===== src/rtl/fp_pkg.sv =====
// Shared floating-point significand definitions for the sequential multiplier and divider.
package fp_pkg;

  localparam int unsigned FRAC_W = 23;
  localparam logic HIDDEN_BIT = 1'b1;

  typedef enum logic [1:0] {
    ST_IDLE = 2'd0,
    ST_CALC = 2'd1,
    ST_NORM = 2'd2
  } state_t;

endpackage


===== src/rtl/mantissa_normalize.sv =====
// Maps a 1.0 <= P < 4.0 significand product onto a truncated fraction plus exponent carry.
module mantissa_normalize #(
  parameter int unsigned BIT_WIDTH = 23
) (
  input  logic [2*BIT_WIDTH+1:0] product,
  output logic [BIT_WIDTH-1:0]   frac_c,
  output logic                   carry_c
);

  // Bits below the kept window are dropped by truncation.
  logic unused_low;
  assign unused_low = ^product[BIT_WIDTH-1:0];

  assign carry_c = product[2*BIT_WIDTH+1];
  assign frac_c  = carry_c ? product[2*BIT_WIDTH -: BIT_WIDTH]
                           : product[2*BIT_WIDTH-1 -: BIT_WIDTH];

endmodule


===== src/rtl/mantissa_multiplier_seq.sv =====
// Radix-2 shift-add significand multiplier: one partial product per clock, then normalize.
module mantissa_multiplier_seq
  import fp_pkg::*;
#(
  parameter int unsigned BIT_WIDTH = FRAC_W
) (
  input  logic                 clk,
  input  logic                 rst,
  input  logic                 start,
  input  logic [31:0]          in0,
  input  logic [31:0]          in1,
  output logic                 busy,
  output logic                 done,
  output logic [BIT_WIDTH-1:0] out,
  output logic                 carry_up
);

  localparam int unsigned OP_W   = BIT_WIDTH + 1;
  localparam int unsigned ACC_W  = BIT_WIDTH + 2;
  localparam int unsigned CNT_W  = $clog2(BIT_WIDTH + 1);
  localparam int unsigned PROD_W = 2 * BIT_WIDTH + 2;

  state_t               state, state_d;
  logic [OP_W-1:0]      m_q, m_d, q_q, q_d;
  logic [ACC_W-1:0]     acc_q, acc_d, sum;
  logic [CNT_W-1:0]     cnt_q, cnt_d;
  logic [BIT_WIDTH-1:0] out_d;
  logic                 carry_d, busy_d, done_d;
  logic [PROD_W-1:0]    product;
  logic [BIT_WIDTH-1:0] norm_frac_c;
  logic                 norm_carry_c;

  // Fraction bits above BIT_WIDTH are don't-care.
  logic unused_bits;
  assign unused_bits = ^{in0[31:BIT_WIDTH], in1[31:BIT_WIDTH]};

  // Accumulator top bit is always clear once all partial products are in.
  assign product = {acc_q[BIT_WIDTH:0], q_q};
  assign sum     = acc_q + (q_q[0] ? ACC_W'(m_q) : ACC_W'(0));

  mantissa_normalize #(.BIT_WIDTH(BIT_WIDTH)) u_norm (
    .product (product),
    .frac_c  (norm_frac_c),
    .carry_c (norm_carry_c)
  );

  always_ff @(posedge clk or posedge rst) begin
    if (rst) begin
      state    <= ST_IDLE;
      m_q      <= '0;
      q_q      <= '0;
      acc_q    <= '0;
      cnt_q    <= '0;
      out      <= '0;
      carry_up <= 1'b0;
      busy     <= 1'b0;
      done     <= 1'b0;
    end else begin
      state    <= state_d;
      m_q      <= m_d;
      q_q      <= q_d;
      acc_q    <= acc_d;
      cnt_q    <= cnt_d;
      out      <= out_d;
      carry_up <= carry_d;
      busy     <= busy_d;
      done     <= done_d;
    end
  end

  always_comb begin
    state_d = state;
    m_d     = m_q;
    q_d     = q_q;
    acc_d   = acc_q;
    cnt_d   = cnt_q;
    out_d   = out;
    carry_d = carry_up;
    done_d  = 1'b0;
    case (state)
      ST_IDLE: begin
        if (start) begin
          m_d     = {HIDDEN_BIT, in0[BIT_WIDTH-1:0]};
          q_d     = {HIDDEN_BIT, in1[BIT_WIDTH-1:0]};
          acc_d   = '0;
          cnt_d   = '0;
          state_d = ST_CALC;
        end
      end
      ST_CALC: begin
        // Add-if-set, then shift {carry,A,Q} right by one.
        acc_d = {1'b0, sum[ACC_W-1:1]};
        q_d   = {sum[0], q_q[OP_W-1:1]};
        cnt_d = cnt_q + CNT_W'(1);
        if (cnt_q == CNT_W'(BIT_WIDTH)) state_d = ST_NORM;
      end
      ST_NORM: begin
        out_d   = norm_frac_c;
        carry_d = norm_carry_c;
        done_d  = 1'b1;
        state_d = ST_IDLE;
      end
      default: state_d = ST_IDLE;
    endcase
    busy_d = (state_d != ST_IDLE);
  end

endmodule


===== config.mk =====
export PLATFORM = sky130hd
export DESIGN_NAME = mantissa_multiplier_seq
export DESIGN_NICKNAME = d
export VERILOG_FILES = /design/src/rtl/fp_pkg.sv /design/src/rtl/mantissa_normalize.sv /design/src/rtl/mantissa_multiplier_seq.sv
export SDC_FILE = /design/constraint.sdc
export NUM_CORES = 1
export LEC_CHECK = 0
export BUFFER_PORTS_ARGS = -buffer_cell sky130_fd_sc_hd__buf_2
export CAP_MARGIN = 5
export CORE_ASPECT_RATIO = 1.5
export CORE_MARGIN = 1.5
export CORE_UTILIZATION = 31
export CTS_BUF_LIST = sky130_fd_sc_hd__clkbuf_16
export CTS_CLUSTER_SIZE = 14
export DETAILED_ROUTE_END_ITERATION = 10
export PLACE_DENSITY = 0.5
export SYNTH_ARGS = -nofsm -noshare
export SYNTH_HDL_FRONTEND = slang
export SYNTH_HIERARCHICAL = 1
export SYNTH_SLANG_ARGS = --single-unit
export TNS_END_PERCENT = 10

===== constraint.sdc =====
create_clock -name clk -period 6.4 [get_ports clk]
set_input_delay 1.6 -clock clk [delete_from_list [all_inputs] [get_ports clk]]
set_output_delay 1.6 -clock clk [all_outputs]
set_load 0.05 [all_outputs]

* Yosys cells after proc, flatten, opt, wreduce, memory -nomap -nowiden
Cells that the tools add are included.
W data, S select, Z words.
** Cells by class
- Equality and inequality tests :: 4
- Multiplexer cells :: 12
- $add $sub $neg :: 2
- Reduce and logical (&&, ||, !) cells :: 5
** Operators by type and width (number)
- $pmux W25 S2 :: 1
- $mux W24 :: 2
- $pmux W24 S2 :: 1
- $add A25 B24 Y25 :: 1
- $mux W25 :: 1
- $mux W23 :: 1
- $pmux W5 S2 :: 1
- $add A5 B1 Y5 const B :: 1
- $eq A5 B5 Y1 const B :: 1
- $mux W5 :: 1
- $mux W2 :: 2
- $pmux W2 S2 :: 1
- $reduce_and A2 Y1 :: 2
- $reduce_bool A2 Y1 :: 2
- $eq A2 B1 Y1 const B :: 1
- $eq A2 B2 Y1 const B :: 1
- $logic_not A2 Y1 :: 1
- $ne A2 B2 Y1 const B :: 1
- $mux W1 :: 1
** Word-level totals
- Output and inout port bits :: 26
- Logic and storage cells :: 32
- Bits in registers :: 106
- Input port bits :: 67

* Depth between registers and ports, before layout
Gate-level depths: netlist of the first run.
- Depth after elaboration :: 4
- Mapped depth :: 11
- Gate-level depth less buffers :: 10

* Modules after synthesis
The synthesis of the first run kept the hierarchy.
** Modules (own cells, without submodules)
- mantissa_multiplier_seq :: sequential area each 2627.5 um^2, cells an instance 542, area an instance 5669.2 um^2, times used 1
- mantissa_normalize :: sequential area each 0.0 um^2, cells an instance 26, area an instance 289.0 um^2, times used 1

* Least setup slack after synthesis of the first run
No wires, ideal clock.
- Path kind :: in2reg
- Start point :: input start
- End point :: register acc_q[17]
- Library setup time :: 0.138 ns
- Data required time :: 6.262 ns
- Cell stages on the path :: 6
- Buffers on the path :: 2
- Data arrival time :: 2.565 ns
- Slack :: 3.697 ns
- Path through :: nor2_1 or2_2 buf_2 buf_2 a221oi_1 o211ai_1
** Between the ends
- Cells in the longest elaborated chain, start to end :: 2
** RTL lines
- start: declaration :: RTL line mantissa_multiplier_seq.sv:9 : input logic start,
- $ne A2 B2 Y1 (no line)
- $reduce_and A2 Y1 (no line)
- end signal: assignment :: RTL line mantissa_multiplier_seq.sv:52 : acc_q <= '0;
- end signal: assignment :: RTL line mantissa_multiplier_seq.sv:62 : acc_q <= acc_d;
- end: declaration :: RTL line mantissa_multiplier_seq.sv:25 : logic [ACC_W-1:0] acc_q, acc_d, sum;
No other way between the ends.
A chain may end at the register's enable or synchronous reset.

* Worst setup path after layout of the first run
- Start point :: register q_q[0]
- End point :: register acc_q[14]
** Between the ends
- Cells in the longest elaborated chain, start to end :: 3
** RTL lines
- start: declaration :: RTL line mantissa_multiplier_seq.sv:24 : logic [OP_W-1:0] m_q, m_d, q_q, q_d;
- start signal: assignment :: RTL line mantissa_multiplier_seq.sv:61 : q_q <= q_d;
- $mux W24 :: RTL line mantissa_multiplier_seq.sv:39 : assign sum = acc_q + (q_q[0] ? ACC_W'(m_q) : ACC_W'(0));
- $add A25 B24 Y25 :: RTL line mantissa_multiplier_seq.sv:39
- $pmux W25 S2 :: RTL line mantissa_multiplier_seq.sv:80 : case (state)
No other way between the ends.

==> results of run 1 <==
## flip-flops by register name, indices dropped and copies added (netlist names)
register  cells
out          23
state         2
acc_q        24
carry_up      1
m_q          24
busy          1
done          1
cnt_q         5
q_q          24
## worst min-delay path by stage
stage	start	endpoint	slack, ps	cells past startpoint
2_1_floorplan	m_q[23]	m_q[23]	430	1
3_3_place_gp	m_q[23]	m_q[23]	450	1
3_5_place_dp	m_q[23]	m_q[23]	450	1
4_1_cts	m_q[23]	m_q[23]	470	1
5_1_grt	m_q[23]	m_q[23]	480	1
6_report	m_q[23]	m_q[23]	470	1
## Yosys cell counts, drive strengths merged, types with 5 or more instances
| library cell | count |
|---|---|
| nand4 | 12 |
| nor2b | 5 |
| or3 | 7 |
| inv | 7 |
| buf | 13 |
| o21ai | 55 |
| and3 | 6 |
| xor2 | 5 |
| nand3 | 6 |
| a22oi | 24 |
| nor3 | 9 |
| nand2 | 64 |
| mux2 | 70 |
| a21o | 5 |
| ha | 25 |
| o211ai | 6 |
| o21a | 5 |
| and2 | 25 |
| clkbuf | 21 |
| a21oi | 20 |
| nor2 | 17 |
| dfrtp | 105 |
## cells by family after synthesis
| group | Yosys count | synth area share (%) |
|---|---|---|
| mux | 70 | 13.23 |
| simple gates | 165 | 14.53 |
| fa+ha+maj | 26 | 5.586 |
| compound gates | 152 | 17.56 |
| buf+inv | 41 | 3.675 |
| xor+xnor | 9 | 1.323 |
| flops | 105 | 44.10 |
## stage by stage
step	hold slack [ps]	worst slack, ps	cells	utilization (%)	power [W]
2_1_floorplan	430.9	2039	568	-	0.002605
5_1_grt	483.8	2958	884	36.57	0.003856
4_1_cts	470.4	3187	884	36.57	0.003615
3_3_place_gp	445.4	3178	868	34.88	0.002958
3_5_place_dp	450.1	3172	868	34.88	0.002995
6_report	466.4	3264	884	36.57	0.003579
## routing by layer
metal  global-route usage (%)  wire length [um]  vias up
li1                         -                 -     2217
met1                    18.72              6446     2258
met2                    27.72              7886       78
met3                    2.454               420       17
met4                    5.640               314        0
met5                        0                 0        -
## layout by cell type (no fill, tap or decap), types with 7 or more instances in the layout
cell | synthesis | routed
clkbuf_16 | 0 | 9
ha_1 | 25 | 25
a22oi_1 | 24 | 24
nor2_1 | 17 | 17
and2_1 | 24 | 24
o21ai_0 | 49 | 49
buf_4 | 1 | 8
mux2_2 | 70 | 70
nor3_1 | 9 | 9
or3_1 | 7 | 7
buf_2 | 7 | 74
a21oi_1 | 19 | 19
nand4_1 | 10 | 10
dfrtp_1 | 105 | 105
nand2_1 | 64 | 64
## where the power goes
group / internal, W / total (W) / switching (W)
sequential: 0.000947 / 0.00117 / 0.000228
clock: 0.000316 / 0.000599 / 0.000283
combinational: 0.000794 / 0.00181 / 0.00101
total: 0.00206 / 0.00358 / 0.00152
## critical path, delay by kind of cell (launching register included)
family	cells	cell delay, ps
AOI/OAI and AO/OA	4	970
adders and majority gates	1	230
buffers and inverters	1	100
DFF	1	870
and+or+nand+nor	3	850
## layout make-up
| cell class | instances | area, um2 | area share (%) |
|---|---|---|---|
| multi-input cells | 422 | 3120 | 45.63 |
| flip-flops and latches | 105 | 2628 | 38.42 |
| repair buffers | 82 | 430.4 | 6.293 |
| well taps | 252 | 315.3 | 4.610 |
| clock buffers | 9 | 225.2 | 3.293 |
| clock inverters | 7 | 91.34 | 1.336 |
| inverters | 7 | 28.78 | 0.4208 |
==> flow_metrics.py, run 1 <==
metrics = {
    "run_status": {
        "status": "finished, final reports clean",
    },
    "sta": {
        "setup_viol": 0,
        "fin_skew_ps": 8.429,
        "slew_headroom_pct": 31.78,
        "rsz0062_at_grt": "no",
        "hold_viol_final": 0,
        "slew_violations": 0,
        "fin_setup_tns_ps": 0,
        "fin_crit_sh_pct": 49.01,
        "worst_pin_slew_ps": 1023,
        "clock.fmax_ghz": 0.3188,
        "period_needed_ps": 3136,
    },
    "synthesis": {
        "synthTopCellsByArea": "dfrtp_1 44%, mux2_2 13%, ha_1 5.2%, o21ai_0 4.1%, nand2_1 4.0%",
        "netlist_area_mm2": 0.005958,
        "yosysTopAreaCellShare_pct": 44.10,
        "syn_inst": 568,
        "synth_edf_count": 0,
        "synth_nets": 661,
        "synth_ff_type": "dfrtp_1",
        "ys_ff_latch": 105,
        "yosysTopAreaCell": "dfrtp_1",
        "async_reset_ff_share_pct": 100.0,
        "synth_seq_area_share_pct": 44.10,
        "synth_area_per_cell_um2": 10.49,
        "ys_warn_count": 6,
        "yosysUniqueCellTypes": 64,
    },
    "drt": {
        "postRouteAntennaNets": 0,
        "drt_iter0_drc": 127,
        "drt-total-wl_mm": 15.07,
        "vias_per_cell": 5.170,
        "drt_first_pass_iters": 5,
        "drc_errors": 0,
        "wl_per_cell_um": 17.04,
        "vias": 4570,
    },
    "run": {
        "cap_violations": 0,
    },
    "clock_tree": {
        "worstSkewPairLatency_ps": 360,
        "ctsHoldBuffers": 0,
        "clkTransAtPathRegs_ps": 80,
        "clockRootBuffer": "clkbuf_16",
        "tritoncts": "built",
        "numCtsBuffers": 9,
        "clockBufferDepth": 2,
        "postCtsSetupRepairBufs": 0,
        "clkSinkCount": 105,
        "htreeDepth": 3,
        "cts_resized": 0,
    },
    "grt": {
        "grt_pass1_wl_mm": 24.76,
        "grt-ovfl-total": 0,
        "grt_pass1_vias": 4818,
        "antenna_found_initial": 0,
        "grt_usage_pct": 15.62,
        "grt_max_degree": 57,
    },
    "cells_and_area": {
        "nets": 720,
        "antenna_cells": 0,
        "drive_gt1_share_pct": 29.43,
        "synthToLayoutAreaGrowth_pct": 14.78,
        "stdcell_area_mm2": 0.006839,
        "fill_cells": 1893,
    },
    "worst_setup_path": {
        "required_ps": 6650,
        "cp-start-kind": "flop",
        "path_max_fanout": 25,
        "r2r-start": "q_q[0]",
        "critPathLaunch": "q_q[0]",
        "setup.worst_path.end": "acc_q[14]",
        "r2r_slack_ps": 3260,
        "cp_slowest_stage_delay_ps": 870,
        "endpoint_kind": "flop",
        "crit_chain": "nand2_1 > inv_1 > ha_1 > a21o_1 > and4_1 > o21ai_1 > a21oi_1 > or3_1 > a32o_1",
        "r2r_cells": 9,
        "reg2reg_to": "acc_q[14]",
        "worstSetupPathType": "flop to flop",
        "critPathArrivalTime_ps": 3380,
        "critPathSlowestCell": "dfrtp_1",
    },
    "placed_design": {
        "io_buffers": 74,
        "place_hpwl_mm": 10.46,
        "gp_congestion": 0.8533,
        "place_area_mm2": 0.006523,
    },
    "floorplan": {
        "dieArea_mm2": 0.02008,
        "die_w_um": 116.2,
        "fp-row-count": 61,
        "ioPinCount": 93,
        "start_util_pct": 31.86,
        "core_area_mm2": 0.01870,
        "die_h_um": 172.8,
    },
    "power_and_ir_drop": {
        "ir_worst_vdd_mv": 0.1481,
        "power.density_mw_per_mm2": 523.3,
        "p_leak_nw": 3.023,
    },
    "min_path": {
        "min-delay-path-class": "flop to flop",
    },
}
(Power assumes the default switching activity.)
==> run 2, diff against run 1 <==
Clock period 6.4 ns to 3.2 ns, I/O delays scaled along.
==> run 2 against run 1 <==
  * Worst setup slack worse by 2900 ps
  * Sequential share of layout area down 0.66 points
  * Power up 100%
  * Highest routed layer unchanged
  * Via count up 1.2%
  * Sequential power up 98%
  * Combinational power up 100%
  * Largest cell class unchanged
  * Critical path type unchanged
  * Final cell count up 1.2%
==> flow_metrics.py, run 2 (synthesis gave the netlist of run 1 again) <==
metrics = {
    "drt": {
        "drt_iter0_drc": 203,
        "drc_errors": 0,
        "wl_per_cell_um": 16.84,
        "postRouteAntennaNets": 0,
        "vias_per_cell": 5.168,
        "drt-total-wl_mm": 15.07,
        "vias": 4625,
        "drt_first_pass_iters": 4,
    },
    "placed_design": {
        "place_hpwl_mm": 10.85,
        "place_area_mm2": 0.006656,
        "io_buffers": 74,
        "gp_congestion": 0.8588,
        "placedCellCount": 879,
    },
    "sta": {
        "rsz0062_at_grt": "no",
        "worst_pin_slew_ps": 802.2,
        "setup_viol": 0,
        "fin_setup_tns_ps": 0,
        "clock.fmax_ghz": 0.3484,
        "slew_headroom_pct": 46.41,
        "whs_ps": 472.0,
        "fin_crit_sh_pct": 89.70,
        "slew_violations": 0,
        "period_needed_ps": 2870,
        "hold_viol_final": 0,
        "fin_skew_ps": 7.628,
    },
    "clock_tree": {
        "numCtsBuffers": 9,
        "tritoncts": "built",
        "postCtsSetupRepairBufs": 0,
        "htreeDepth": 3,
        "clockRootBuffer": "clkbuf_16",
        "worstSkewPairLatency_ps": 360,
        "clockBufferDepth": 2,
        "ctsHoldBuffers": 0,
        "cts_resized": 0,
        "clkTransAtPathRegs_ps": 80,
        "clkSinkCount": 105,
    },
    "cells_and_area": {
        "final_common_cell": "dfrtp_1",
        "final_cell_mix": "105 x dfrtp_1, 74 x buf_2, 70 x mux2_2",
        "fill_cells": 1890,
        "synthToLayoutAreaGrowth_pct": 16.80,
        "stdcell_area_mm2": 0.006959,
        "final_cells": 895,
        "drive_gt1_share_pct": 30.48,
        "nets": 731,
        "antenna_cells": 0,
        "reg_top3": "acc_q (24), m_q (24), q_q (24)",
    },
    "worst_setup_path": {
        "endpoint_kind": "flop",
        "path_max_fanout": 17,
        "worstSetupPathType": "flop to flop",
        "required_ps": 3470,
        "critPathArrivalTime_ps": 3140,
        "cp-start-kind": "flop",
        "r2r_slack_ps": 330,
    },
    "power_and_ir_drop": {
        "power.density_mw_per_mm2": 1031,
        "intPower_w": 0.004167,
        "ir_worst_vdd_mv": 0.3465,
        "netSwitchingFraction_pct": 41.94,
        "p_leak_nw": 3.073,
        "combinationalPowerShare_pct": 51.6,
        "p_seq_share_pct": 32.4,
        "p_sw_w": 0.003010,
        "clkPwrFrac_pct": 16.1,
    },
    "run": {
        "cap_violations": 0,
    },
    "grt": {
        "grt_pass1_wl_mm": 25.52,
        "grt_pass1_vias": 4987,
        "grt_max_degree": 42,
        "grt-ovfl-total": 0,
        "antenna_found_initial": 0,
        "grt_usage_pct": 16.09,
    },
    "floorplan": {
        "ioPinCount": 93,
        "fp-row-count": 61,
        "dieArea_mm2": 0.02008,
        "start_util_pct": 31.86,
        "die_h_um": 172.8,
        "core_area_mm2": 0.01870,
        "die_w_um": 116.2,
    },
    "run_status": {
        "status": "finished, final reports clean",
    },
    "min_path": {
        "min-delay-path-class": "flop to flop",
    },
}
-- run 2: stage by stage --
step / total power, W / setup WS (ps) / utilization [%]
6_report: 0.007178 / 329.7 / 37.22
3_5_place_dp: 0.006075 / 352.4 / 35.60
5_1_grt: 0.007806 / 59.50 / 37.22
4_1_cts: 0.007262 / 328.8 / 37.22
3_3_place_gp: 0.006007 / 356.3 / 35.60
2_1_floorplan: 0.005210 / 721.1 / -
-- run 2: metal layers --
metal	GRT usage, %	vias to the layer above	wire length [um]
met1	19.58	2298	6403
met5	0	-	0
met2	27.77	78	7851
met3	3.400	17	505
met4	5.539	0	312
li1	-	2232	-
-- run 2: final timing paths --
check / startpoint / end / cells after the start
hold / removal: m_q[23] / m_q[23] / 1
hold reg to reg: m_q[23] / m_q[23] / 1
min in group asynchronous: rst / m_q[6] / 2
max in group asynchronous: rst / cnt_q[1] / 3
setup / recovery: q_q[0] / acc_q[22] / 9
setup reg to reg: q_q[0] / acc_q[22] / 9
-- run 2: power by group through the flow --
stage / Sequential [W] / Combinational [W] / Clock [W]
2_1_floorplan: 0.00237 / 0.00284 / 0
3_3_place_gp: 0.00234 / 0.00367 / 0
3_5_place_dp: 0.00236 / 0.00371 / 0
4_1_cts: 0.00234 / 0.00373 / 0.00119
5_1_grt: 0.00242 / 0.00414 / 0.00125
6_report: 0.00232 / 0.00370 / 0.00115
-- run 2: area by class of cell --
type	instances	area [um2]	share of cell area, %
clock buffers	9	225.2	3.236
clock inverters	7	77.57	1.115
inverters	7	30.03	0.4315
multi-input cells	422	3120	44.84
flip-flops and latches	105	2628	37.76
well taps	252	315.3	4.531
repair buffers	93	563.0	8.091
-- run 2: worst max-delay path, cell delays in order (launching register included) --
cell      delay [ps]
dfrtp_1          530
buf_12           230
and2_1           140
ha_1             490
a21oi_1          150
o21ai_0          620
nand2_1          110
o211ai_1         180
nor3_1            80
o31ai_1          250
==> run 3, diff against run 2 <==
Settings changed: CTS_BUF_LIST sky130_fd_sc_hd__clkbuf_16 to sky130_fd_sc_hd__clkbuf_8.
==> run 3 against run 2 <==
  * Sequential share of layout area up 0.50 points
  * Clock-buffer cell count up 1
  * Critical endpoint unchanged
  * Design area down 1.3%
  * Combinational power about the same
==> flow_metrics.py, run 3 (synthesis gave the netlist of run 1 again) <==
metrics = {
    "floorplan": {
        "dieArea_mm2": 0.02008,
        "die_h_um": 172.8,
        "die_w_um": 116.2,
        "core_area_mm2": 0.01870,
        "start_util_pct": 31.86,
        "ioPinCount": 93,
        "fp-row-count": 61,
    },
    "cells_and_area": {
        "final_cell_mix": "105 x dfrtp_1, 74 x buf_2, 70 x mux2_2",
        "stdcell_area_mm2": 0.006868,
        "fill_cells": 1897,
        "antenna_cells": 0,
        "final_common_cell": "dfrtp_1",
        "nets": 731,
        "drive_gt1_share_pct": 30.64,
        "multiInputGateArea_mm2": 0.003120,
        "postLayoutCoreUtil_pct": 36.73,
        "synthToLayoutAreaGrowth_pct": 15.27,
        "reg_top3": "acc_q (24), m_q (24), q_q (24)",
        "register_area_mm2": 0.002628,
    },
    "clock_tree": {
        "ctsHoldBuffers": 0,
        "worstSkewPairLatency_ps": 390,
        "htreeDepth": 3,
        "postCtsSetupRepairBufs": 0,
        "clkSinkCount": 105,
        "clockBufferDepth": 2,
        "clockRootBuffer": "clkbuf_8",
        "clkTransAtPathRegs_ps": 110,
        "numCtsBuffers": 9,
        "tritoncts": "built",
        "cts_resized": 0,
    },
    "sta": {
        "rsz0062_at_grt": "no",
        "hold_viol_final": 0,
        "fin_skew_ps": 15.11,
        "slew_headroom_pct": 46.46,
        "worst_pin_slew_ps": 801.4,
        "fin_crit_sh_pct": 91.06,
        "slew_violations": 0,
        "setup_viol": 0,
        "clock.fmax_ghz": 0.3432,
        "fin_setup_tns_ps": 0,
        "period_needed_ps": 2914,
    },
    "power_and_ir_drop": {
        "ir_worst_vdd_mv": 0.2746,
        "p_leak_nw": 3.032,
        "p_seq_share_pct": 33.5,
        "combinationalPowerShare_pct": 53.5,
        "power.density_mw_per_mm2": 1008,
        "clkPwrFrac_pct": 12.9,
        "intPower_w": 0.003943,
        "netSwitchingFraction_pct": 43.03,
        "p_sw_w": 0.002977,
        "power_w": 0.006920,
    },
    "grt": {
        "grt_pass1_wl_mm": 25.52,
        "use_met3_pct": 2.909,
        "grt_pass1_vias": 4962,
        "met1_usage_pct": 19.63,
        "gr-usage-met2_pct": 28.28,
        "grt_usage_pct": 16.08,
        "busiest_layer": "met2",
        "grt_max_degree": 42,
        "antenna_found_initial": 0,
        "grt-ovfl-total": 0,
    },
    "worst_setup_path": {
        "endpoint_kind": "flop",
        "critPathSlowestCell": "o21ai_0",
        "required_ps": 3510,
        "worstSetupPathType": "flop to flop",
        "crit_chain": "buf_12 > and2_1 > ha_1 > a21oi_1 > o21ai_0 > nand2_1 > o211ai_1 > nor3_1 > o31ai_1",
        "cp_slowest_stage_delay_ps": 640,
        "cp-start-kind": "flop",
        "path_max_fanout": 17,
        "critPathArrivalTime_ps": 3220,
    },
    "drt": {
        "drc_errors": 0,
        "drt_iter0_drc": 191,
        "drt_first_pass_iters": 5,
        "postRouteAntennaNets": 0,
        "vias": 4619,
        "drt-total-wl_mm": 15.09,
        "vias_per_cell": 5.161,
        "wl_per_cell_um": 16.86,
    },
    "placed_design": {
        "io_buffers": 74,
        "place_hpwl_mm": 10.85,
        "place_area_mm2": 0.006656,
        "gp_congestion": 0.8588,
    },
    "run_status": {
        "status": "finished, final reports clean",
    },
    "run": {
        "cap_violations": 0,
    },
    "min_path": {
        "min-delay-path-class": "flop to flop",
    },
}
[run 3: cell types whose count changed in the layout (fill, tap and decap cells not counted), sizes merged]
cell	before	now
clkinv	2	1
clkbuf	9	10
[run 3: worst paths after layout]
| kind | start | endpoint | slack [ps] | cells after the start |
|---|---|---|---|---|
| min reg2reg | m_q[23] | m_q[23] | 480 | 1 |
| max in group asynchronous | rst | cnt_q[0] | 1980 | 3 |
| min in group asynchronous | rst | m_q[4] | 530 | 2 |
| max | q_q[0] | acc_q[22] | 290 | 9 |
| max reg2reg | q_q[0] | acc_q[22] | 290 | 9 |
| min | m_q[23] | m_q[23] | 480 | 1 |
[run 3: per-layer routing]
layer / wire length, um / share of wire (%) / vias up
met3: 500 / 3.3 / 16
met1: 6322 / 42 / 2286
met2: 8028 / 53 / 84
met4: 240 / 1.6 / 0
li1: - / - / 2233
met5: 0 / 0 / -
[run 3: power groups by stage]
stage / Combinational [W] / Clock, W / Sequential, W
finish: 0.00370 / 0.000895 / 0.00232
global route: 0.00414 / 0.000989 / 0.00241
CTS: 0.00373 / 0.000943 / 0.00234
detailed placement: 0.00371 / 0 / 0.00236
global placement: 0.00367 / 0 / 0.00234
floorplan: 0.00284 / 0 / 0.00237
[run 3: stage by stage]
step | hold slack (ps) | setup WS [ps] | instances
floorplan | 430.9 | 721.1 | 568
global placement | 444.9 | 356.3 | 879
detailed placement | 461.1 | 352.4 | 879
CTS | 488.0 | 322.4 | 895
global route | 500.2 | 49.51 | 895
finish | 479.5 | 286.1 | 895
[run 3: layout make-up]
class,count,area share [%]
Tap cell,252,4.591
Timing Repair Buffer,93,8.198
Multi-Input combinational cell,422,45.44
Sequential cell,105,38.26
Clock inverter,6,1.075
Clock buffer,10,2.004
Inverter,7,0.4372
[run 3: critical path, delay by kind of cell (launching register included)]
family | cells | cell delay (ps)
AND/OR/NAND/NOR | 3 | 340
buffers and inverters | 1 | 230
adder cells (fa/ha/maj) | 1 | 480
flip-flops | 1 | 540
AO/OA/AOI/OAI | 4 | 1230
